$ cat src/rtl/cast_pkg.sv
// rtl/cast_pkg.sv - shared VC types and helpers for the cast router schedulers
`ifndef VN
`define VN 4
`endif
`ifndef DW
`define DW 32
`endif

package cast_pkg;

   typedef logic [`VN-1:0] vc_onehot_t;

   function automatic int credit_w(input int depth);
      return $clog2(depth + 1);
   endfunction

   function automatic vc_onehot_t onehot(input int idx);
      return vc_onehot_t'(1) << idx;
   endfunction

endpackage

$ cat src/rtl/cast_rr_arbiter.sv
// rtl/cast_rr_arbiter.sv - round-robin arbiter with registered search pointer
module cast_rr_arbiter #(
   parameter int N = 4,
   localparam int PW = (N > 1) ? $clog2(N) : 1
) (
   input  logic          clk,
   input  logic          rst,
   input  logic [N-1:0]  req,
   input  logic          en,
   output logic [N-1:0]  gnt,
   output logic [PW-1:0] rr_ptr
);

   logic          found;
   logic [PW-1:0] nxt_ptr;

   // Search begins at rr_ptr and wraps; the winner's successor becomes the next start.
   always_comb begin
      gnt     = '0;
      found   = 1'b0;
      nxt_ptr = rr_ptr;
      for (int i = 0; i < N; i++) begin
         if (!found && req[(int'(rr_ptr) + i) % N]) begin
            found                         = 1'b1;
            gnt[(int'(rr_ptr) + i) % N]   = 1'b1;
            nxt_ptr                       = PW'((int'(rr_ptr) + i + 1) % N);
         end
      end
   end

   always_ff @(posedge clk or posedge rst) begin
      if (rst) begin
         rr_ptr <= '0;
      end else if (en && found) begin
         rr_ptr <= nxt_ptr;
      end
   end

endmodule

$ cat src/rtl/cast_vc_credit_scheduler.sv
// rtl/cast_vc_credit_scheduler.sv - credit-based VC scheduler for one output link
module cast_vc_credit_scheduler
   import cast_pkg::*;
#(
   parameter int VN        = `VN,
   parameter int DW        = `DW,
   parameter int BUF_DEPTH = 4
) (
   input  logic          clk,
   input  logic          rst,
   input  logic [DW-1:0] data_i  [VN],
   input  logic          valid_i [VN],
   output logic          ready_o [VN],
   input  logic [VN-1:0] credit_i,
   output logic [VN-1:0] vc_o,
   output logic [DW-1:0] data_o,
   output logic          valid_o,
   output logic          err_o
);

   localparam int            CW   = credit_w(BUF_DEPTH);
   localparam logic [CW-1:0] FULL = CW'(BUF_DEPTH);
   localparam int            PW   = (VN > 1) ? $clog2(VN) : 1;

   logic [CW-1:0] cnt [VN];
   logic [VN-1:0] eligible;
   logic [VN-1:0] gnt;
   logic [PW-1:0] rr_ptr;
   logic [DW-1:0] sel_data;

   always_comb begin
      eligible = '0;
      sel_data = '0;
      for (int v = 0; v < VN; v++) begin
         eligible[v] = valid_i[v] && (cnt[v] != '0);
         ready_o[v]  = gnt[v];
         sel_data    = sel_data | (data_i[v] & {DW{gnt[v]}});
      end
   end

   cast_rr_arbiter #(.N(VN)) u_arb (
      .clk    (clk),
      .rst    (rst),
      .req    (eligible),
      .en     (1'b1),
      .gnt    (gnt),
      .rr_ptr (rr_ptr)
   );

   assert property (@(posedge clk) disable iff (rst) int'(rr_ptr) < VN);

   // A grant consumes a credit and a returned credit restores one; both together cancel.
   always_ff @(posedge clk or posedge rst) begin
      if (rst) begin
         valid_o <= 1'b0;
         vc_o    <= '0;
         data_o  <= '0;
         err_o   <= 1'b0;
         for (int v = 0; v < VN; v++) cnt[v] <= FULL;
      end else begin
         valid_o <= |gnt;
         vc_o    <= gnt;
         if (|gnt) data_o <= sel_data;
         for (int v = 0; v < VN; v++) begin
            case ({gnt[v], credit_i[v]})
               2'b10:   cnt[v] <= cnt[v] - 1'b1;
               2'b01: begin
                  if (cnt[v] == FULL) err_o  <= 1'b1;
                  else                cnt[v] <= cnt[v] + 1'b1;
               end
               default: ;
            endcase
         end
      end
   end

endmodule

$ cat config.mk
export PLATFORM = sky130hd
export DESIGN_NAME = cast_vc_credit_scheduler
export DESIGN_NICKNAME = d
export VERILOG_FILES = /design/src/rtl/cast_pkg.sv /design/src/rtl/cast_rr_arbiter.sv /design/src/rtl/cast_vc_credit_scheduler.sv
export SDC_FILE = /design/constraint.sdc
export NUM_CORES = 1
export LEC_CHECK = 0
export CAP_MARGIN = 10
export CORE_MARGIN = 2
export CORE_UTILIZATION = 44
export CTS_BUF_LIST = sky130_fd_sc_hd__clkbuf_4 sky130_fd_sc_hd__clkbuf_8
export CTS_CLUSTER_SIZE = 14
export DETAILED_ROUTE_END_ITERATION = 12
export HOLD_SLACK_MARGIN = 0.15
export PLACE_DENSITY = 0.91
export SYNTH_ARGS = -nofsm -noshare
export SYNTH_HDL_FRONTEND = slang
export SYNTH_HIERARCHICAL = 1
export SYNTH_SLANG_ARGS = --single-unit
$ cat constraint.sdc
create_clock -name clk -period 9.6 [get_ports clk]
set_input_delay 1.44 -clock clk [delete_from_list [all_inputs] [get_ports clk]]
set_output_delay 1.44 -clock clk [all_outputs]
set_load 0.01 [all_outputs]
==> impl_metrics.tcl <==
set metrics [dict create \
    gp_congestion 0.8608 \
    worstHoldPathType "register to register" \
    max_freq_mhz 162.3 \
    ys_top_cells_by_area "dfrtp_1 (36%), a22oi_1 (16%), a31oi_1 (6.3%), nor2_1 (4.6%), dfstp_2 (3.1%)" \
    die_w_um 91.54 \
    post-route-period-util 0.6417 \
    setup.worst_path.class "input pin to output port" \
    maxSlewHeadroom 0.3042 \
    worstSetupStartpointType "input pin" \
    final_area_mm2 0.005263 \
    layout-drive-gt1-share 0.06178 \
    endpoint_kind "output port" \
    power.total_mw 2.193 \
    start_util 0.4600 \
    hpwl_mm 8.468 \
    area_growth_pct 56.07 \
    die-area_mm2 0.008380 \
    netlist_top_cells_count "a22oi_1 (71), dfrtp_1 (48), nor2_1 (41)" \
    cp_data_required_time_ns 8.16 \
    clk_pin_slew_ns 0.10 \
    fin_skew_ns 0.01033 \
    power_density_mw_per_mm2 416.7 \
    clock_path_buffers 2 \
    avgSynthCellArea_um2 9.499 \
    post-cts-setup-buffers 0 \
    dp_slack_ns 3.540 \
    fin_crit_ns 6.161 \
    ctsHoldBuffers 0 \
    grt.total_usage 0.2657 \
    cts_tree "done" \
    multi_input_area_mm2 0.001839 \
    num_vias 3587 \
    yosys_warnings 6 \
    instances_no_fill 617 \
    critical_path.startpoint "valid_i[3]" \
    r2r_cells 12 \
    drv_slew 0 \
    drc 0 \
    synth_area_mm2 0.003372 \
    seq_area_mm2 0.001306 \
    drt_wl_total_mm 11.39 \
    vdd_drop_max_mv 0.3425 \
    fp.dieH_um 91.54 \
    setup_violations 0 \
    worst_ep_arrival_time_ns 4.72 \
    dp.cells 609 \
    timing.hold.ws_ns 0.5363 \
    worst-r2r-setup-slack_ns 5.06 \
    placed_area_mm2 0.005151 \
    cts_buffers 5 \
    wl_per_cell_um 18.46 \
    synth_edf_count 0 \
    clkSinkCount 52 \
    first_pass_iters 5 \
    nNetsFinal 665 \
    grt_antenna_before_repair 0 \
    grt_overflow 0 \
    fin_setup_tns_ns 0 \
    cts_root_buffer "clkbuf_8" \
    rsz0062_at_grt "no" \
    synth_top_cell_area_share 0.3562 \
    async_flop_share 1.000 \
    grt_pass1_vias 3650 \
    worst-path-max-fanout 42 \
    fin_ws_ns 3.439 \
    worst_pin_slew_ns 1.042 \
    hold_violations 0 \
    seq_area_frac_synth 0.3874 \
    fillers 554 \
    cap_violations 0 \
    status "completed" \
    ys_ff_latch 52 \
    antenna_left 0 \
    post-synth-top-area-cell "dfrtp_1" \
    cts_resized 0 \
    yosysUniqueCellTypes 50 \
    pin_count 180 \
    worstReg2RegStart "u_arb/rr_ptr[0]$_DFFE_PP0P_" \
    timing.critical_path.to "ready_o[2]" \
    numPortBuffers 179 \
    drt_iter0_markers 187 \
    synth_ff_type "dfrtp_1" \
    p_leak_nw 2.016 \
    fp-row-count 31 \
    synthCells 355 \
    viasPerCell 5.814 \
    r2r_end "cnt[1]$_DFFE_PP0P_" \
    core_mm2 0.007331 \
    grt_start_max_net_pins 66 \
    yosysMostFrequentCell "a22oi_1" \
    worstSkewPairLatency_ns 0.30 \
    diodes 0 \
    grt_pass1_wl_mm 17.83 \
    h-tree-depth 2 \
    post-route-util 0.7179 \
]
-- worst max-delay path, stage by stage --
cell and delay [ns]:
clkdlybuf4s50_1 0.46, a21boi_0 0.66, mux4_2 0.45, nor2b_1 0.36, a22oi_1 0.13, o211ai_1 0.18
buf_4 0.43, clkdlybuf4s50_1 0.62
-- sequential cells by signal, indices dropped and copies added (netlist names) --
register	cells
data_o	32
cnt	12
vc_o	4
u_arb/rr_ptr	2
err_o	1
valid_o	1
-- worst min path at each step --
stage	from	cells after the start	to
final	err_o$_DFF_PP0_	2	err_o$_DFF_PP0_
after global routing	err_o$_DFF_PP0_	2	err_o$_DFF_PP0_
after CTS	err_o$_DFF_PP0_	2	err_o$_DFF_PP0_
after detailed placement	err_o$_DFF_PP0_	2	err_o$_DFF_PP0_
after global placement	err_o$_DFF_PP0_	2	err_o$_DFF_PP0_
after floorplan	cnt[8]$_DFFE_PP1P_	2	cnt[8]$_DFFE_PP1P_
-- power by group --
group | switching, mW | internal, mW | leakage (nW)
clock network | 0.0744 | 0.0773 | 0.0541
registers | 0.0962 | 0.370 | 0.608
logic | 0.886 | 0.689 | 1.35
total | 1.06 | 1.14 | 2.02
-- kinds of logic after synthesis --
kind of cell               synth area share
AOI/OAI and AO/OA                    0.3172
xor gates and xnor gates            0.01039
adders and majority gates           0.04601
buffers and inverters               0.06828
DFF                                  0.3874
muxes                               0.04564
other                              0.001112
and+or+nand+nor                      0.1239
-- cell type report --
type | count | area share
multi-input cells | 259 | 0.3495
repair buffers | 183 | 0.3462
flip-flops and latches | 52 | 0.2482
well taps | 99 | 0.02354
clock buffers | 5 | 0.01308
inverters | 16 | 0.01141
clock inverters | 3 | 0.008084
-- placed cells by master (no fill, tap or decap), types with 3 or more instances in the layout --
cell,instances
nand3b_1,3
clkdlybuf4s50_1,179
fa_1,4
nor2b_1,7
nand2_1,9
nand2b_1,7
buf_4,4
a22oi_1,71
xor2_1,3
o21ai_0,5
nand3_1,3
o31ai_1,3
dfrtp_1,48
a21oi_1,8
clkbuf_8,5
dfstp_2,4
o211ai_1,9
a31oi_1,34
nor2_1,41
inv_1,15
a211oi_1,3
ha_1,6
mux2_2,3
mux4_2,4
mux2i_1,3
-- per-layer routing --
metal	up-vias	global-route usage	wire length [µm]
li1	1674	-	-
met1	1717	0.3118	4350
met2	172	0.4853	5960
met3	24	0.04979	793
met4	0	0.08460	286
met5	-	0	0
(Power assumes the default switching activity.)
